==> src/rtl/leb128_pkg.sv <==
// ============================================================================
// leb128_pkg : shared widths and types for the LEB128 u32 unpacker
// Rev 1.0
// ============================================================================
`default_nettype none

package leb128_pkg;

  localparam int LEB_BYTE_W      = 8;
  localparam int LEB_GROUP_W     = 7;
  localparam int LEB_U32_MAX_LEN = 5;

  typedef logic [LEB_BYTE_W-1:0] leb_byte_t;
  typedef logic [2:0]            leb_len_t;

endpackage

`default_nettype wire

==> src/rtl/leb128_len_detect.sv <==
// ============================================================================
// leb128_len_detect : first clear continuation bit among bytes 0..3 -> len
// Rev 1.0
// ============================================================================
`default_nettype none

module leb128_len_detect
  import leb128_pkg::*;
(
  input  logic [3:0] cont,
  output leb_len_t   len
);

  // cont[k] is bit7 of byte k; all four set means byte 4 is forced to be last
  always_comb begin
    len = leb_len_t'(LEB_U32_MAX_LEN);
    if (!cont[0])      len = 3'd1;
    else if (!cont[1]) len = 3'd2;
    else if (!cont[2]) len = 3'd3;
    else if (!cont[3]) len = 3'd4;
  end

endmodule

`default_nettype wire

==> src/rtl/leb128_unpack_u32.sv <==
// ============================================================================
// leb128_unpack_u32 : one-cycle registered unsigned LEB128 -> u32 decoder
// Optional malformed-encoding flag: define LEB128_UNPACK_ERR_EN
// Rev 1.0
// ============================================================================
`default_nettype none

module leb128_unpack_u32
  import leb128_pkg::*;
(
  input  logic        clk,
  input  logic        rst,
  input  logic        in_valid,
  input  leb_byte_t   i0,
  input  leb_byte_t   i1,
  input  leb_byte_t   i2,
  input  leb_byte_t   i3,
  input  leb_byte_t   i4,
  output logic        out_valid,
  output logic [31:0] o,
  output leb_len_t    len,
  output logic        err
);

  leb_len_t    len_c;
  logic [31:0] val_c;
  logic        err_c;

  leb128_len_detect u_len_detect (
    .cont ({i3[7], i2[7], i1[7], i0[7]}),
    .len  (len_c)
  );

  // Groups at or beyond the terminating byte are masked to zero
  always_comb begin
    val_c = '0;
    val_c[LEB_GROUP_W-1:0] = i0[LEB_GROUP_W-1:0];
    if (len_c > 3'd1) val_c[13:7]  = i1[LEB_GROUP_W-1:0];
    if (len_c > 3'd2) val_c[20:14] = i2[LEB_GROUP_W-1:0];
    if (len_c > 3'd3) val_c[27:21] = i3[LEB_GROUP_W-1:0];
    if (len_c > 3'd4) val_c[31:28] = i4[3:0];
  end

`ifdef LEB128_UNPACK_ERR_EN
  // Five-byte form must terminate and carry no bits above bit 31
  assign err_c = (len_c == leb_len_t'(LEB_U32_MAX_LEN)) && (i4[7] || (|i4[6:4]));
`else
  logic unused_i4_hi;
  assign unused_i4_hi = ^i4[7:4];
  assign err_c        = 1'b0;
`endif

  always_ff @(posedge clk) begin
    if (rst) begin
      out_valid <= 1'b0;
      o         <= '0;
      len       <= '0;
      err       <= 1'b0;
    end else begin
      out_valid <= in_valid;
      if (in_valid) begin
        o   <= val_c;
        len <= len_c;
        err <= err_c;
      end
    end
  end

endmodule

`default_nettype wire

==> config.mk <==
export PLATFORM = sky130hd
export DESIGN_NAME = leb128_unpack_u32
export DESIGN_NICKNAME = d
export VERILOG_FILES = /design/src/rtl/leb128_pkg.sv /design/src/rtl/leb128_len_detect.sv /design/src/rtl/leb128_unpack_u32.sv
export SDC_FILE = /design/constraint.sdc
export NUM_CORES = 1
export LEC_CHECK = 0
export ABC_AREA = 0
export CAP_MARGIN = 20
export CORE_UTILIZATION = 50
export DETAILED_ROUTE_END_ITERATION = 12
export DONT_BUFFER_PORTS = 1
export HOLD_SLACK_MARGIN = 0.08
export PLACE_DENSITY = 0.61
export SYNTH_ARGS = -nofsm -noshare
export SYNTH_HDL_FRONTEND = slang
export SYNTH_SLANG_ARGS = --single-unit
==> constraint.sdc <==
create_clock -name clk -period 3.05 [get_ports clk]
set_input_delay 0.61 -clock clk [delete_from_list [all_inputs] [get_ports clk]]
set_output_delay 0.61 -clock clk [all_outputs]
set_load 0.01 [all_outputs]
# Word-level counts from Yosys, hierarchy flattened
# Cells that the tools add are included.
[op_classes]
n_lt_le_gt_ge = 4
muxes = 8
[op_table]
columns = ["op", "n"]
rows = [
  ["2-to-1 mux 7 bit", 3],
  ["2-to-1 mux 3 bit", 3],
  ["greater-than comparator 3 x 2 -> 1 bit (second input constant)", 2],
  ["2-to-1 mux 4 bit", 1],
  ["greater-than comparator 3 x 1 -> 1 bit (second input constant)", 1],
  ["greater-than comparator 3 bit (second input constant)", 1],
  ["2-to-1 mux 1 bit", 1],
]
[word_totals]
register_bits = 36
elab_cells = 15
in_bits = 43
output_inout_bits = 37

# Longest topological paths before layout
# Gate-level depths: netlist (run 1).
[depth]
depth_word = 6
mapped_depth = 5
ltp_nobuf = 3

# Hierarchy
# A second synthesis (run 1) with hierarchy kept.
[unflattened]
cells_unflattened = 120
area_unflattened_um2 = 1335.0
[by_module_without_submodules]
columns = ["module", "instances", "area_each_um2", "cells_each"]
rows = [
  ["leb128_unpack_u32", 1, 1305.0, 115],
  ["leb128_len_detect", 1, 30.0, 5],
]

# Worst setup path before layout (run 1)
# OpenSTA, ideal clock, no wires.
[synth_timing]
kind = "input to register"
startpoint = "input in_valid"
endpoint = "register o[28]"
n_path_buf = 2
arrival_ns = 1.431
cell_stages = 5
slack_ns = 1.501
t_required_ns = 2.933
cell_sequence = "and4b_1 > buf_6 > and2_4 > buf_6 > a32o_1"
[synth_rtl]
columns = ["item", "line", "rtl"]
rows = [
  ["start, declared", "leb128_unpack_u32.sv:13", "input logic in_valid,"],
  ["end signal, assigned", "leb128_unpack_u32.sv:62", "o <= val_c;"],
  ["end, declared", "leb128_unpack_u32.sv:20", "output logic [31:0] o,"],
]

# Worst setup path after layout (run 1)
[layout_timing]
startpoint = "register len[2]"
endpoint = "output len[2]"
[layout_rtl]
columns = ["item", "line", "rtl"]
rows = [
  ["start, declared", "leb128_unpack_u32.sv:21", "output leb_len_t len,"],
  ["start signal, assigned", "leb128_unpack_u32.sv:63", "len <= len_c;"],
]
# No word-level cell between the ends.

==> impl_metrics.tcl, run 1 <==
set metrics [dict create \
    synth_flop_cell "dfxtp_1" \
    grtUsageTotal_pct 19.4 \
    syn-cell-area_sq_um 1210 \
    fp-row-count 17 \
    fin_ws_ps 1690 \
    area_growth_syn_to_layout_pct 6.21 \
    post-place-ws_ps 1500 \
    seq_area_sq_um 721 \
    critPathCaptureType "output pin" \
    drv_slew 0 \
    yosysTopAreaCellShare_pct 59.6 \
    r2r_cells 2 \
    max_cap_viol_count 0 \
    fmax_mhz 734 \
    dieArea_sq_um 2620 \
    finalSetupViolCount 0 \
    dp_hpwl_mm 1.68 \
    finalSetupTns_ps 0 \
    post-cts-setup-buffers 0 \
    ys_ff_latch 36 \
    cts_max_path_buffers 2 \
    vias_per_cell 5.81 \
    cts_tree "yes" \
    period_minus_slack_ps 1360 \
    fin_skew_ps 0 \
    status "finished, final reports clean" \
    crit_path_max_fanout 2 \
    synthArstFlopShare_pct 0 \
    root_buffer "clkbuf_4" \
    synthTopCellsByArea "dfxtp_1 (60%), a22o_1 (10%), mux2i_1 (5.8%), nor2_1 (5.6%), a22oi_1 (5.0%)" \
    cts_resized 0 \
    p_per_area_nw_per_um2 705 \
    antenna_found_initial 0 \
    die_h_um 51.2 \
    leakage_nw 0.521 \
    synth_cell_type_count 21 \
    cp.required_ps 2440 \
    holdWs_ps 331 \
    syn-num-nets 149 \
    routedWlPerCell_um 17.7 \
    multiInputGateArea_sq_um 425 \
    min_period_over_period_pct 44.7 \
    worstSetupPathType "reg -> out" \
    grt_pass1_wl_mm 3.51 \
    layout-drive-gt1-share_pct 10.4 \
    n_fill_cell 204 \
    hold_path_depth 1 \
    ys.warnings.count 0 \
    initial_utilization_pct 53.6 \
    synth_top_area_cell "dfxtp_1" \
    max-vdd-ir-drop_mv 0.457 \
    routed_wl_mm 2.37 \
    cts_buffers 5 \
    hold_path.class "in -> reg" \
    overflow 0 \
    antenna_cells 0 \
    place.gp.congestion 0.700 \
    syn_area_per_cell_sq_um 11.4 \
    rsz0062_at_grt "false" \
    grt_max_degree 21 \
    grt_pass1_vias 789 \
    place.port_buffers 0 \
    vias 778 \
    ctsHtreeMaxLevel 2 \
    core_sq_um 2250 \
    fin_area_sq_um 1280 \
    postSynthCellCount 106 \
    holdBufCountCts 0 \
    die_w_um 51.2 \
    ys_seq_area_share_pct 59.6 \
    start_kind "register" \
    clock_sinks 36 \
    worst_skew_pair.late_latency_ps 330 \
    nets 148 \
    hold_violations 0 \
    route.detailed.drc 0 \
    detail_route.iter0.violations 12 \
    clk_pin_slew_ps 100 \
    place_area_sq_um 1190 \
    first_pass_iters 4 \
    path_depth 0 \
    synth_edf_count 0 \
    arrival_ps 750 \
    power_uw 905 \
    drtAntennaViolNets 0 \
    io_pins 80 \
]
layer usage:
| layer | up-vias | GRT usage [%] | routed length, um |
|---|---|---|---|
| li1 | 379 | - | - |
| met1 | 355 | 18.4 | 916 |
| met2 | 42 | 34.6 | 1220 |
| met3 | 2 | 11.3 | 221 |
| met4 | 0 | 6.02 | 11 |
| met5 | - | 0 | 0 |
path summary, 6_finish.rpt:
path                                           from                    to  slack (ps)
worst max-delay path            len[2]$_SDFFE_PP0P_                len[2]        1690
worst max register to register  len[0]$_SDFFE_PP0P_   len[0]$_SDFFE_PP0P_        2330
worst min register to register  len[0]$_SDFFE_PP0P_   len[0]$_SDFFE_PP0P_         540
worst min-delay path                            rst  out_valid$_SDFF_PP0_         330
synthesized netlist by cell type (2+ instances only):
cell,n
a22o_1,14
a22oi_1,8
a32o_1,4
buf_2,2
buf_4,2
buf_6,2
clkbuf_1,2
dfxtp_1,36
mux2i_1,7
nor2_1,18
through the flow:
step | util [%] | std cells
global placement | 52.7 | 126
detailed placement | 52.7 | 126
global route | 56.9 | 134
floorplan | - | 106
CTS | 56.9 | 134
finish | 56.9 | 134
flip-flops by register name, summed over array words and instances (netlist names):
register,cells
len,3
o,32
out_valid,1
placed cells by master (no fill, tap or decap), types with 2 or more instances in the layout:
cell type / count
a22oi_1: 8
dfxtp_1: 36
clkbuf_8: 2
a22o_1: 14
nor2_1: 18
a32o_1: 4
clkbuf_4: 5
mux2i_1: 7
power by group:
| part | leakage, nW | switching (mW) | internal, mW |
|---|---|---|---|
| registers | 0.294 | 0.0175 | 0.486 |
| clock network | 0.0515 | 0.152 | 0.218 |
| logic | 0.176 | 0.0170 | 0.0155 |
| total | 0.521 | 0.186 | 0.719 |
layout make-up:
cell class,count,area share (%)
inverter,2,0.585
tap,28,2.73
clock inverter,1,2.34
sequential,36,56.1
clock buffer,7,5.07
multi-input combinational,60,33.1
kinds of logic after synthesis:
kind of cell | after synthesis | synth area share (%)
other | 1 | 0.310
AOI/OAI and AO/OA | 29 | 20.2
muxes | 7 | 5.80
buffers and inverters | 10 | 5.18
DFF | 36 | 59.6
and+or+nand+nor | 23 | 8.90
Power figures use the tool's default switching activity.
==> run 2, diff against run 1 <==
==> constraint.sdc (replaced) <==
create_clock -name clk -period 1.4 [get_ports clk]
set_input_delay 0.28 -clock clk [delete_from_list [all_inputs] [get_ports clk]]
set_output_delay 0.28 -clock clk [all_outputs]
set_load 0.01 [all_outputs]
==> run 2 against run 1 <==
Register-to-register slack got worse by 1700 ps. Die area is the same. Clock skew stayed put. Final area rose by 10%. Global-route usage is 2.5 points higher. Critical path type is now in -> reg. Critical endpoint is now len[2]$_SDFFE_PP0P_.
==> impl_metrics.tcl, run 2 (synthesis gave the netlist of run 1 again) <==
set metrics [dict create \
    min_period_over_period_pct 81.2 \
    nets 165 \
    die_h_um 51.2 \
    clk_pin_slew_ps 90 \
    fin_util_pct 62.8 \
    crit_path_max_fanout 18 \
    ctsHtreeMaxLevel 2 \
    biggestRegsByFlops "o (32), len (3), out_valid (1)" \
    n_fill_cell 191 \
    finalSetupTns_ps 0 \
    dieArea_sq_um 2620 \
    grtUsageTotal_pct 21.9 \
    detail_route.iter0.violations 11 \
    worstMarginPinSlew_ps 605 \
    p_per_area_nw_per_um2 1240 \
    arrival_ps 1330 \
    routedWlPerCell_um 17.3 \
    path_buf_inv 1 \
    clock_sinks 36 \
    vias 870 \
    cts_max_path_buffers 2 \
    rsz0062_at_grt "false" \
    io_pins 80 \
    worstSetupPathType "in -> reg" \
    leakage_nw 0.574 \
    max-vdd-ir-drop_mv 0.883 \
    overflow 0 \
    grt_pass1_vias 930 \
    top_register "o" \
    grt_max_degree 19 \
    cp_slowest_cell "dlygate4sd3_1" \
    hold_path.class "in -> reg" \
    place.gp.congestion 0.700 \
    routed_wl_mm 2.61 \
    layout_common_cells "dfxtp_1 (36), nor2_1 (18), dlygate4sd3_1 (16), a22o_1 (14), a22oi_1 (8)" \
    critPathCaptureType "register" \
    critical_path.top_delay_family "buffers and inverters" \
    die_w_um 51.2 \
    cts_buffers 5 \
    hold_violations 0 \
    maxSlewHeadroom_pct 59.5 \
    critPathMaxStageDelay_ps 920 \
    drtAntennaViolNets 0 \
    route.detailed.drc 0 \
    finalSetupViolCount 0 \
    fin_skew_ps 0 \
    place.port_buffers 0 \
    antenna_found_initial 0 \
    first_pass_iters 4 \
    antenna_cells 0 \
    largest_reg_flops 32 \
    root_buffer "clkbuf_4" \
    layout_commonest_cell "dfxtp_1" \
    worst_skew_pair.late_latency_ps 320 \
    status "finished, final reports clean" \
    area_growth_syn_to_layout_pct 17.1 \
    fin_cells 151 \
    cts_tree "yes" \
    period_minus_slack_ps 1140 \
    crit_chain "dlygate4sd3_1, nor2_1" \
    start_kind "input pin" \
    drv_slew 0 \
    cts_resized 0 \
    grt_pass1_wl_mm 3.95 \
    initial_utilization_pct 53.6 \
    post-cts-setup-buffers 0 \
    layout-drive-gt1-share_pct 8.13 \
    core_sq_um 2250 \
    fmax_mhz 880 \
    fp-row-count 17 \
    dp_hpwl_mm 1.68 \
    dp.cells 127 \
    max_cap_viol_count 0 \
    cp.required_ps 1590 \
    vias_per_cell 5.76 \
]
[run 2: repair_timing]
action,CTS,global route
endpoints found under the setup margin,0,0
hold buffers,13,3
hold endpoints to repair,30,3
[run 2: path summary, 6_finish.rpt]
| path | from | end | slack [ps] | cells past startpoint |
|---|---|---|---|---|
| max | rst | len[2]$_SDFFE_PP0P_ | 260 | 2 |
| min | i1[3] | o[10]$_SDFFE_PP0P_ | 100 | 2 |
| max reg2reg | len[1]$_SDFFE_PP0P_ | len[1]$_SDFFE_PP0P_ | 640 | 2 |
| min reg2reg | o[30]$_SDFFE_PP0P_ | o[30]$_SDFFE_PP0P_ | 550 | 1 |
[run 2: area by class of cell]
cell class                 count  area [sq um]  area share [%]
timing repair buffer          17           168            11.8
multi-input combinational     60           425            30.1
inverter                       2          7.51           0.531
clock buffer                   8          58.8            4.16
sequential                    36           721            50.9
tap                           28          35.0            2.48
[run 2: metrics by stage]
step / hold slack, ps / instance area (sq um) / total power [mW] / setup WS [ps]
after detailed placement: 352 / 1200 / 1.19 / 337
final: 98.8 / 1420 / 1.76 / 263
after floorplan: 406 / 1210 / 1.20 / 181
after CTS: 81.8 / 1390 / 1.78 / 265
after global placement: 350 / 1200 / 1.19 / 357
after global routing: 80.1 / 1420 / 1.85 / 214
[run 2: layer usage]
layer | wire (um) | vias to the layer above | GRT usage (%)
li1 | - | 414 | -
met1 | 893 | 404 | 18.3
met2 | 1460 | 44 | 41.7
met3 | 197 | 8 | 8.33
met4 | 60 | 0 | 14.8
met5 | 0 | - | 0
[run 2: where the power goes]
group / switching [mW] / internal, mW / leakage (nW) / total, mW
Clock: 0.298 / 0.248 / 0.0326 / 0.545
Combinational: 0.0523 / 0.0643 / 0.248 / 0.117
Sequential: 0.0381 / 1.06 / 0.294 / 1.10
Total: 0.388 / 1.37 / 0.574 / 1.76
==> run 3, diff against run 2 <==
--- a/config.mk
+++ b/config.mk
@@ -11,7 +11,7 @@
 export DETAILED_ROUTE_END_ITERATION = 12
 export DONT_BUFFER_PORTS = 1
 export HOLD_SLACK_MARGIN = 0.08
-export PLACE_DENSITY = 0.61
+export PLACE_DENSITY = 0.64
 export SYNTH_ARGS = -nofsm -noshare
 export SYNTH_HDL_FRONTEND = slang
 export SYNTH_SLANG_ARGS = --single-unit
==> constraint.sdc (replaced) <==
create_clock -name clk -period 1 [get_ports clk]
set_input_delay 0.2 -clock clk [delete_from_list [all_inputs] [get_ports clk]]
set_output_delay 0.2 -clock clk [all_outputs]
set_load 0.01 [all_outputs]
==> run 3 against run 2 <==
The run now ends with hold timing left. First-iteration DRC count is 91% higher. Clock skew stayed put. Routed wire length is 4.1% lower. Clock power is 44% higher. Sequential share of layout area is 1.4 points lower. Critical endpoint is now o[28]. Clock-buffer cell count stayed put. Die area stayed put. Largest cell class unchanged. Worst setup slack worse by 210 ps.
==> impl_metrics.tcl, run 3 (synthesis gave the netlist of run 1 again) <==
set metrics [dict create \
    routedWlPerCell_um 16.2 \
    finalSetupViolCount 0 \
    cts_resized 0 \
    crit_path_max_fanout 2 \
    fmax_mhz 1060 \
    grt_max_degree 21 \
    grt_pass1_vias 862 \
    hold_path.class "in -> reg" \
    vias 865 \
    critPathCaptureType "output pin" \
    n_fill_cell 180 \
    place.port_buffers 0 \
    cts_max_path_buffers 2 \
    fin_skew_ps 0 \
    p_per_area_nw_per_um2 1710 \
    reg2reg_slack_ps 270 \
    finalSetupTns_ps 0 \
    worstSetupPathType "reg -> out" \
    crit_path_start "o[28]$_SDFFE_PP0P_" \
    max_cap_viol_count 0 \
    min_period_over_period_pct 94.7 \
    core_sq_um 2250 \
    grtUsageTotal_pct 19.8 \
    io_pins 80 \
    clock_sinks 36 \
    violations "hold timing" \
    path_depth 0 \
    route.detailed.drc 0 \
    period_minus_slack_ps 947 \
    fp-row-count 17 \
    overflow 0 \
    cts_tree "yes" \
    dp_hpwl_mm 1.57 \
    layout-drive-gt1-share_pct 7.87 \
    holdBufCountCts 20 \
    seq_area_sq_um 721 \
    grt_pass1_wl_mm 3.63 \
    vias_per_cell 5.58 \
    worst_skew_pair.late_latency_ps 330 \
    status "finished with violations" \
    die_h_um 51.2 \
    biggestRegsByFlops "o (32), len (3), out_valid (1)" \
    top_register "o" \
    root_buffer "clkbuf_4" \
    antenna_cells 0 \
    first_pass_iters 4 \
    layout_commonest_cell "dfxtp_1" \
    cp.required_ps 800 \
    crit_path_end "o[28]" \
    area_growth_syn_to_layout_pct 20.4 \
    place.gp.congestion 0.556 \
    initial_utilization_pct 53.6 \
    holdWs_ps -80.6 \
    clk_pin_slew_ps 100 \
    multiInputGateArea_sq_um 425 \
    layout_common_cells "dfxtp_1 (36), dlygate4sd3_1 (20), nor2_1 (18), a22o_1 (14), a22oi_1 (8)" \
    routed_wl_mm 2.51 \
    post-cts-setup-buffers 0 \
    timing.rr.start "len[0]$_SDFFE_PP0P_" \
    max-vdd-ir-drop_mv 1.40 \
    dp.cells 127 \
    cts_buffers 5 \
    hold_violations 17 \
    drv_slew 0 \
    detail_route.iter0.violations 21 \
    start_kind "register" \
    drtAntennaViolNets 0 \
    die_w_um 51.2 \
    rr_endpoint "len[0]$_SDFFE_PP0P_" \
    r2r_cells 2 \
    dieArea_sq_um 2620 \
    leakage_nw 0.592 \
    ctsHtreeMaxLevel 2 \
    fin_util_pct 64.5 \
    antenna_found_initial 0 \
    rsz0062_at_grt "false" \
    largest_reg_flops 32 \
    fin_cells 155 \
    nets 169 \
    hold_path_depth 1 \
    arrival_ps 750 \
]
==> run 3: changes by cell type in the layout (fill, tap and decap cells not counted), sizes merged <==
cell and change:
dlygate4sd3 +4
==> run 3: per-stage QoR <==
| stage | instance area, sq um | power, mW | setup slack [ps] | hold WS (ps) |
|---|---|---|---|---|
| global placement | 1200 | 1.66 | 66.4 | 269 |
| finish | 1460 | 2.49 | 53.0 | -80.6 |
| global route | 1460 | 2.60 | 16.3 | -109 |
| floorplan | 1210 | 1.67 | -82.2 | 321 |
| CTS | 1460 | 2.51 | 43.3 | -91.5 |
| detailed placement | 1200 | 1.67 | 49.4 | 274 |
==> run 3: cell type report <==
type	instances	area share, %
timing repair buffer	21	14.3
inverter	2	0.516
clock buffer	8	4.04
sequential	36	49.5
tap	28	2.41
multi-input combinational	60	29.2
==> run 3: layer usage <==
metal	share of wire, %	up-vias	global-route usage (%)
li1	-	421	-
met1	36	388	17.4
met2	55	49	37.5
met3	7.4	7	6.85
met4	2.1	0	12.5
met5	0	-	0
==> run 3: worst min-delay path by stage <==
stage / from / endpoint / slack (ps)
2_1_floorplan: i3[1] / o[22]$_SDFFE_PP0P_ / 320
3_3_place_gp: rst / out_valid$_SDFF_PP0_ / 270
3_5_place_dp: rst / out_valid$_SDFF_PP0_ / 270
4_1_cts: rst / o[0]$_SDFFE_PP0P_ / -90
5_1_grt: rst / o[5]$_SDFFE_PP0P_ / -110
6_report: rst / o[0]$_SDFFE_PP0P_ / -80
==> run 3: power breakdown <==
group | switching [mW] | internal (mW)
clock | 0.440 | 0.347
combinational | 0.0648 | 0.101
sequential | 0.0528 | 1.48
